$ cat config.mk
export PLATFORM = sky130hd
export DESIGN_NAME = reset_sequencer
export DESIGN_NICKNAME = d
export VERILOG_FILES = /design/src/rtl/reset_sequencer.sv
export SDC_FILE = /design/constraint.sdc
export NUM_CORES = 1
export LEC_CHECK = 0
export ABC_AREA = 0
export CORE_MARGIN = 2
export CORE_UTILIZATION = 35
export CTS_CLUSTER_SIZE = 24
export DETAILED_ROUTE_END_ITERATION = 12
export PLACE_DENSITY = 0.5
export SYNTH_ARGS = -nofsm -noshare
export SYNTH_HDL_FRONTEND = slang
export SYNTH_SLANG_ARGS = --single-unit
$ cat constraint.sdc
create_clock -name src_clk -period 2.3 [get_ports src_clk]
set_input_delay 0.23 -clock src_clk [delete_from_list [all_inputs] [get_ports src_clk]]
set_output_delay 0.23 -clock src_clk [all_outputs]
set_load 0.05 [all_outputs]
$ cat src/rtl/reset_sequencer.sv
// Drives one destination reset pulse (power-on or on req) and waits for the synchronized ack to fall then rise.
// Latency: rst_out_n follows state by one register; ack_in seen SYNC_STAGES+1 edges later. No backpressure: req outside IDLE is dropped.
module reset_sequencer #(
    parameter int HOLD_CYCLES = 16,
    parameter int ACK_TIMEOUT = 1024,
    parameter int SYNC_STAGES = 2
) (
    input  logic src_clk,
    input  logic src_resetn,
    input  logic req,
    input  logic clear_err,
    input  logic ack_in,
    output logic rst_out_n,
    output logic busy,
    output logic done,
    output logic timeout
);

    localparam int HOLD_W = $clog2(HOLD_CYCLES) + 1;
    localparam int WAIT_W = $clog2(ACK_TIMEOUT) + 1;
    localparam logic [HOLD_W-1:0] HOLD_LAST = HOLD_W'(HOLD_CYCLES - 1);
    localparam logic [WAIT_W-1:0] WAIT_LAST = WAIT_W'(ACK_TIMEOUT - 1);

    typedef enum logic [1:0] {
        ST_IDLE,
        ST_ASSERT,
        ST_WAIT_ENTER,
        ST_WAIT_EXIT
    } state_t;

    state_t                   state_q, state_d;
    logic [HOLD_W-1:0]        hold_cnt_q, hold_cnt_d;
    logic [WAIT_W-1:0]        wait_cnt_q, wait_cnt_d;
    logic                     rst_out_n_q, rst_out_n_d;
    logic                     done_q, done_d;
    logic                     timeout_q, timeout_d;
    logic                     timeout_set;
    logic [SYNC_STAGES-1:0]   sync_q;
    logic                     ack_s;

    // ack_in is asynchronous to src_clk; only the last flop feeds the FSM.
    always_ff @(posedge src_clk or negedge src_resetn) begin
        if (!src_resetn) begin
            sync_q <= '0;
        end else begin
            sync_q <= {sync_q[SYNC_STAGES-2:0], ack_in};
        end
    end

    assign ack_s = sync_q[SYNC_STAGES-1];

    // Reset lands in ASSERT so that a power-on sequence runs without req.
    always_ff @(posedge src_clk or negedge src_resetn) begin
        if (!src_resetn) begin
            state_q     <= ST_ASSERT;
            hold_cnt_q  <= '0;
            wait_cnt_q  <= '0;
            rst_out_n_q <= 1'b0;
            done_q      <= 1'b0;
            timeout_q   <= 1'b0;
        end else begin
            state_q     <= state_d;
            hold_cnt_q  <= hold_cnt_d;
            wait_cnt_q  <= wait_cnt_d;
            rst_out_n_q <= rst_out_n_d;
            done_q      <= done_d;
            timeout_q   <= timeout_d;
        end
    end

    always_comb begin
        state_d     = state_q;
        hold_cnt_d  = hold_cnt_q;
        wait_cnt_d  = wait_cnt_q;
        rst_out_n_d = rst_out_n_q;
        done_d      = 1'b0;
        timeout_set = 1'b0;

        case (state_q)
            ST_IDLE: begin
                if (req) begin
                    state_d     = ST_ASSERT;
                    hold_cnt_d  = '0;
                    rst_out_n_d = 1'b0;
                end
            end
            ST_ASSERT: begin
                rst_out_n_d = 1'b0;
                if (hold_cnt_q == HOLD_LAST) begin
                    state_d    = ST_WAIT_ENTER;
                    wait_cnt_d = '0;
                end else begin
                    hold_cnt_d = hold_cnt_q + HOLD_W'(1);
                end
            end
            // In both wait states the exit test comes first, so it beats expiry.
            ST_WAIT_ENTER: begin
                rst_out_n_d = 1'b0;
                if (!ack_s) begin
                    state_d     = ST_WAIT_EXIT;
                    rst_out_n_d = 1'b1;
                    wait_cnt_d  = '0;
                end else if (wait_cnt_q == WAIT_LAST) begin
                    state_d     = ST_IDLE;
                    rst_out_n_d = 1'b1;
                    timeout_set = 1'b1;
                end else begin
                    wait_cnt_d = wait_cnt_q + WAIT_W'(1);
                end
            end
            ST_WAIT_EXIT: begin
                rst_out_n_d = 1'b1;
                if (ack_s) begin
                    state_d = ST_IDLE;
                    done_d  = 1'b1;
                end else if (wait_cnt_q == WAIT_LAST) begin
                    state_d     = ST_IDLE;
                    timeout_set = 1'b1;
                end else begin
                    wait_cnt_d = wait_cnt_q + WAIT_W'(1);
                end
            end
            default: begin
                state_d = ST_IDLE;
            end
        endcase

        if (timeout_set) begin
            timeout_d = 1'b1;
        end else if (clear_err) begin
            timeout_d = 1'b0;
        end else begin
            timeout_d = timeout_q;
        end
    end

    assign rst_out_n = rst_out_n_q;
    assign busy      = (state_q != ST_IDLE);
    assign done      = done_q;
    assign timeout   = timeout_q;

endmodule
==> flow_metrics.py, run 1 <==
metrics = {
    "status": {
        "status": "finished, final reports clean",
    },
    "clocking": {
        "cts_sinks": 23,
        "cts_setup_buffers": 0,
        "cts-root-buf": "clkbuf_4",
        "cts_buffers": 3,
        "clock_latency_ns": 0.33,
        "post_cts_resized": 0,
        "hold_buffers": 0,
        "path_clk_slew_ns": 0.14,
        "cts_tree": "yes",
        "cts_max_path_buffers": 2,
        "htree_levels": 1,
    },
    "synthesis": {
        "synth_top_family_by_area": "compound AO/OA/AOI/OAI gates",
        "synth_compound_area_share_pct": 22.00,
        "synthArstFlopShare_pct": 100.0,
        "synth_edf_count": 0,
        "netlist_instances": 128,
        "synthTopCellsByArea": "dfrtp_1 (45%), o21ai_0 (4.1%), a21oi_1 (3.7%)",
        "yosys_warnings": 0,
        "ys_ff_latch": 23,
        "syn_area_mm2": 0.001211,
        "synth_top_area_cell": "dfrtp_1",
        "synth_top_area_share_pct": 45.45,
        "synthSimpleGateAreaFrac_pct": 19.83,
        "synth-xor-area-share_pct": 2.169,
        "synth_fa_ha_area_share_pct": 3.099,
        "syn_nets": 136,
        "synth_ff_type": "dfrtp_1",
        "netlist_top_cells_count": "dfrtp_1 (22), nand2_1 (11), inv_1 (10), nor2_1 (10), o21ai_0 (10)",
        "synth_most_common_cell": "dfrtp_1",
        "synthMuxAreaShare_pct": 0,
        "yosysSeqAreaShare_pct": 47.62,
        "syn_avg_cell_area_um2": 9.462,
        "synth_cell_types": 37,
    },
    "timing": {
        "fin_crit_ns": 2.135,
        "final_max_slew_viol_count": 0,
        "rsz0062_at_grt": "false",
        "max_freq_ghz": 0.4685,
        "fin_crit_sh_pct": 92.81,
        "fin_tns_setup_ns": 0,
        "final-setup-viol-count": 0,
        "finClkSkew_ns": 0.01352,
        "tightestPinTransition_ns": 0.6280,
        "max_slew_margin_pct": 58.14,
        "hold_violations": 0,
    },
    "layout": {
        "antenna_cells": 0,
        "nFillCells": 327,
        "multi_input_area_um2": 570.5,
        "drive_above_1_share_pct": 10.14,
        "fin_nets": 147,
        "area_growth_pct": 12.71,
        "utilization_pct": 40.91,
        "seqCellArea_um2": 576.8,
    },
    "power": {
        "pwr-share-clk_pct": 16.3,
        "power_frac_seq_pct": 48.8,
        "p_int_w": 0.0007481,
        "power_density_mw_per_mm2": 884.2,
        "power.share.switching_pct": 38.02,
        "p_sw_w": 0.0004589,
        "p_leak_nw": 0.5808,
        "ir_worst_vdd_uv": 388.4,
        "fin_total_pwr_w": 0.001207,
        "p_comb_share_pct": 34.9,
    },
    "global_routing": {
        "grt_max_degree": 24,
        "grt_pass1_wl_mm": 3.884,
        "grt_pass1_vias": 859,
        "overflow": 0,
        "antenna_found_initial": 0,
        "grt_use_total_pct": 12.35,
    },
    "hold_path": {
        "hp-class": "in2async",
    },
    "placed_design": {
        "gp_congestion": 0.8222,
        "dpl.hpwl_mm": 1.625,
        "portBuffers": 8,
    },
    "critical_path": {
        "end_kind": "output pin",
        "criticalPathCategory": "reg2out",
        "worst_ep_arrival_time_ns": 1.90,
        "required_ns": 2.07,
        "worstPathMaxFanout": 14,
        "start_kind": "flip-flop",
    },
    "job": {
        "maxCapViolations": 0,
    },
    "die": {
        "die_y_um": 62.83,
        "start_util_pct": 36.30,
        "rows": 21,
        "core_mm2": 0.003337,
        "die_w_um": 62.83,
        "boundaryPins": 9,
        "dieArea_mm2": 0.003947,
    },
    "route": {
        "routed_wl_mm": 2.309,
        "drtAntennaViolNets": 0,
        "first_pass_iters": 4,
        "drt_iter0_drc": 31,
        "drc": 0,
        "vias": 937,
        "vias_per_cell": 5.092,
        "wl_per_cell_um": 12.55,
    },
}
[metrics by stage]
| step | worst slack, ns | hold WS [ns] | std cells | instance area (µm²) |
|---|---|---|---|---|
| after floorplan | 0.4120 | -0.06559 | 128 | 1211 |
| after global placement | 0.2913 | 0.3347 | 180 | 1338 |
| after detailed placement | 0.2481 | 0.3457 | 180 | 1338 |
| after CTS | 0.1451 | 0.2317 | 184 | 1365 |
| after global routing | 0.03397 | 0.2471 | 184 | 1365 |
| final | 0.1653 | 0.2317 | 184 | 1365 |
[path summary, 6_finish.rpt]
kind	startpoint	slack, ns	to	cells after the start
max	state_q[1]$_DFFE_PN0P_	0.17	busy	3
max in group asynchronous	src_resetn	1.79	state_q[0]$_DFFE_PN1P_	2
max reg2reg	hold_cnt_q[0]$_DFFE_PN0P_	0.18	wait_cnt_q[5]$_DFFE_PN0P_	7
min	src_resetn	0.23	done$_DFF_PN0_	2
min reg2reg	sync_q[0]$_DFF_PN0_	0.36	sync_q[1]$_DFF_PN0_	0
min in group src_clk	ack_in	0.34	sync_q[0]$_DFF_PN0_	1
[metal layers]
layer  track usage [%]  routed length, µm
met1             16.88               1217
met2             18.68                975
met4             5.833                 51
met5                 0                  0
met3             2.523                 64
[layout by cell type, fill, tap and decap left out, types with 3 or more instances in the layout]
master	synthesis	layout
nand3_1	6	6
ha_1	3	3
o2bb2ai_1	3	3
nor3_1	5	5
o21ai_1	3	3
o21ai_0	10	10
nand2_1	11	11
clkbuf_4	0	3
clkdlybuf4s50_1	0	8
a22o_1	4	4
nor2_1	10	10
a21oi_1	9	9
dfrtp_1	22	22
inv_1	10	10
or3_1	3	3
[cell families (layout without fill, tap and decap cells)]
group | after synthesis | in the layout
adder cells (fa/ha/maj) | 3 | 3
XOR/XNOR | 3 | 3
flip-flops | 23 | 23
buffers and inverters | 14 | 24
AND/OR/NAND/NOR | 45 | 45
AO/OA/AOI/OAI | 40 | 40
[flip-flops by register name (all words and copies together), names as in the netlist]
name,cells
wait_cnt_q,11
hold_cnt_q,5
state_q,2
sync_q,2
done,1
rst_out_n,1
timeout,1
[critical path: stages, from the launching register on]
cell and delay [ns]:
dfrtp_1 0.60, nor2_1 0.12, inv_1 0.07, clkdlybuf4s50_1 0.79
[area by class of cell]
| type | instances | area share (%) |
|---|---|---|
| Clock buffer | 3 | 1.650 |
| Clock inverter | 1 | 0.3666 |
| Inverter | 10 | 2.750 |
| Multi-Input combinational cell | 91 | 41.80 |
| Sequential cell | 23 | 42.25 |
| Tap cell | 46 | 4.216 |
| Timing Repair Buffer | 10 | 6.966 |
[power by group through the flow]
stage | clock (W) | sequential (W) | combinational, W
after floorplan | 0 | 0.000587 | 0.000329
after global placement | 0 | 0.000593 | 0.000421
after detailed placement | 0 | 0.000594 | 0.000423
after CTS | 0.000208 | 0.000588 | 0.000424
after global routing | 0.000220 | 0.000606 | 0.000478
final | 0.000197 | 0.000589 | 0.000421
Power figures use the tool's default switching activity.
==> run 2, diff against run 1 <==
Clock period 2.3 ns to 2.48 ns, I/O delays scaled along.
==> run 2 against run 1 <==
Compared with the run above:
- register-to-register slack gained 0.16 ns
- clock power is 9.6% lower
- cell area is 0.64% lower
- global-route usage is 0.30 points higher
- cell count shrank 0.54%
- critical path depth did not move
- utilization down 0.26 points
- sequential power decreased by 5.9%
- die area stayed put
- non-clock buffer count fell by 1
- critical path type unchanged
- largest cell class unchanged
==> flow_metrics.py, run 2 (same netlist as run 1, synthesis figures left out) <==
metrics = {
    "placed_design": {
        "portBuffers": 8,
        "placed_area_mm2": 0.001330,
        "dpl.hpwl_mm": 1.602,
        "dp_cells": 179,
        "gp_congestion": 0.7997,
    },
    "die": {
        "core_mm2": 0.003337,
        "rows": 21,
        "die_w_um": 62.83,
        "die_y_um": 62.83,
        "dieArea_mm2": 0.003947,
        "boundaryPins": 9,
        "start_util_pct": 36.30,
    },
    "timing": {
        "tightestPinTransition_ns": 0.6152,
        "rsz0062_at_grt": "false",
        "final_max_slew_viol_count": 0,
        "hold_violations": 0,
        "fin_crit_sh_pct": 90.71,
        "max_slew_margin_pct": 58.99,
        "fin_crit_ns": 2.250,
        "final-setup-viol-count": 0,
        "fin_tns_setup_ns": 0,
        "finClkSkew_ns": 0.003524,
        "max_freq_ghz": 0.4445,
        "holdWs_ns": 0.2647,
    },
    "layout": {
        "nFillCells": 349,
        "drive_above_1_share_pct": 8.759,
        "top_register": "wait_cnt_q",
        "top_regs": "wait_cnt_q: 11 flops, hold_cnt_q: 5 flops",
        "area_growth_pct": 11.98,
        "final_cell_mix": "dfrtp_1 (22), nand2_1 (11), inv_1 (10), nor2_1 (10), o21ai_0 (10)",
        "antenna_cells": 0,
        "utilization_pct": 40.64,
        "final_common_cell": "dfrtp_1",
        "largest_reg_flops": 11,
        "design_area_mm2": 0.001356,
        "stdcell_count": 183,
        "fin_nets": 146,
    },
    "critical_path": {
        "required_ns": 2.23,
        "path_cells": "nor2_1 > inv_1 > clkdlybuf4s50_1",
        "end_kind": "output pin",
        "start_kind": "flip-flop",
        "worstPathMaxFanout": 17,
        "slowest_delay_ns": 0.79,
        "criticalPathCategory": "reg2out",
        "worst_ep_arrival_time_ns": 2.00,
        "cp_top_family": "buffers and inverters",
        "crit_slowest_cell": "clkdlybuf4s50_1",
        "worst-path-buf-inv": 2,
    },
    "route": {
        "vias": 955,
        "routed_wl_mm": 2.318,
        "drt_iter0_drc": 31,
        "drtAntennaViolNets": 0,
        "vias_per_cell": 5.219,
        "drc": 0,
        "wl_per_cell_um": 12.67,
        "first_pass_iters": 4,
    },
    "status": {
        "status": "finished, final reports clean",
    },
    "clocking": {
        "cts-root-buf": "clkbuf_4",
        "path_clk_slew_ns": 0.13,
        "cts_buffers": 3,
        "cts_max_path_buffers": 2,
        "hold_buffers": 0,
        "cts_tree": "yes",
        "htree_levels": 1,
        "cts_setup_buffers": 0,
        "clock_latency_ns": 0.31,
        "cts_sinks": 23,
        "post_cts_resized": 0,
    },
    "power": {
        "power_density_mw_per_mm2": 817.8,
        "p_leak_nw": 0.5738,
        "ir_worst_vdd_uv": 473.6,
    },
    "global_routing": {
        "grt_use_total_pct": 12.64,
        "overflow": 0,
        "antenna_found_initial": 0,
        "grt_pass1_wl_mm": 3.953,
        "grt_pass1_vias": 859,
        "grt_max_degree": 24,
    },
    "hold_path": {
        "hp-class": "in2async",
    },
    "job": {
        "maxCapViolations": 0,
    },
}
run 2: changes by cell type in the layout (fill, tap and decap cells not counted):
cell / previous run / this run
clkbuf_1: 0 / 1
buf_4: 2 / 1
clkinv_2: 1 / 0
run 2: through the flow:
stage	power, W	setup slack [ns]
6_report	0.001109	0.2304
5_1_grt	0.001214	0.09867
4_1_cts	0.001122	0.2229
3_5_place_dp	0.0009398	0.3866
3_3_place_gp	0.0009361	0.4750
2_1_floorplan	0.0008489	0.5920
run 2: path summary, 6_finish.rpt:
path / start / end / slack, ns / depth (start not counted)
worst max-delay path: state_q[0]$_DFFE_PN1P_ / busy / 0.23 / 3
worst min-delay path: src_resetn / timeout$_DFFE_PN0P_ / 0.26 / 2
worst max register to register: hold_cnt_q[1]$_DFFE_PN0P_ / wait_cnt_q[5]$_DFFE_PN0P_ / 0.34 / 7
worst min register to register: sync_q[0]$_DFF_PN0_ / sync_q[1]$_DFF_PN0_ / 0.37 / 0
max in group asynchronous: src_resetn / state_q[0]$_DFFE_PN1P_ / 1.93 / 2
min in group src_clk: ack_in / sync_q[0]$_DFF_PN0_ / 0.36 / 1
run 2: final cells by class:
cell class              count  area (µm²)  share of cell area [%]
clock buffers               4       26.28                   1.937
inverters                  10       37.54                   2.768
multi-input cells          91       570.5                   42.07
flip-flops and latches     23       576.8                   42.53
well taps                  46       57.56                   4.244
repair buffers              9       87.58                   6.458
run 2: layer usage:
metal / vias to the layer above / routed length, µm / GRT usage, %
met1: 448 / 1208 / 17.18
met2: 20 / 981 / 18.95
met5: - / 0 / 0
li1: 481 / - / -
met4: 0 / 46 / 6.389
met3: 6 / 82 / 2.703
run 2: power breakdown:
part	internal, W	switching, W
combinational	0.000173	0.000204
sequential	0.000457	0.0000965
clock	0.0000629	0.000115
run 2: worst reg2reg max path: cells and delay by family, from the launching register on:
family          cells  cell delay [ns]
flops               1             0.43
simple gates        3             0.85
fa+ha+maj           2             0.48
compound gates      2             0.32
==> run 3, diff against run 2 <==
Settings changed: CAP_MARGIN from default to 20.
==> results of run 3 <==
No change in the layout: final DEF, timing and power equal those of run 2.
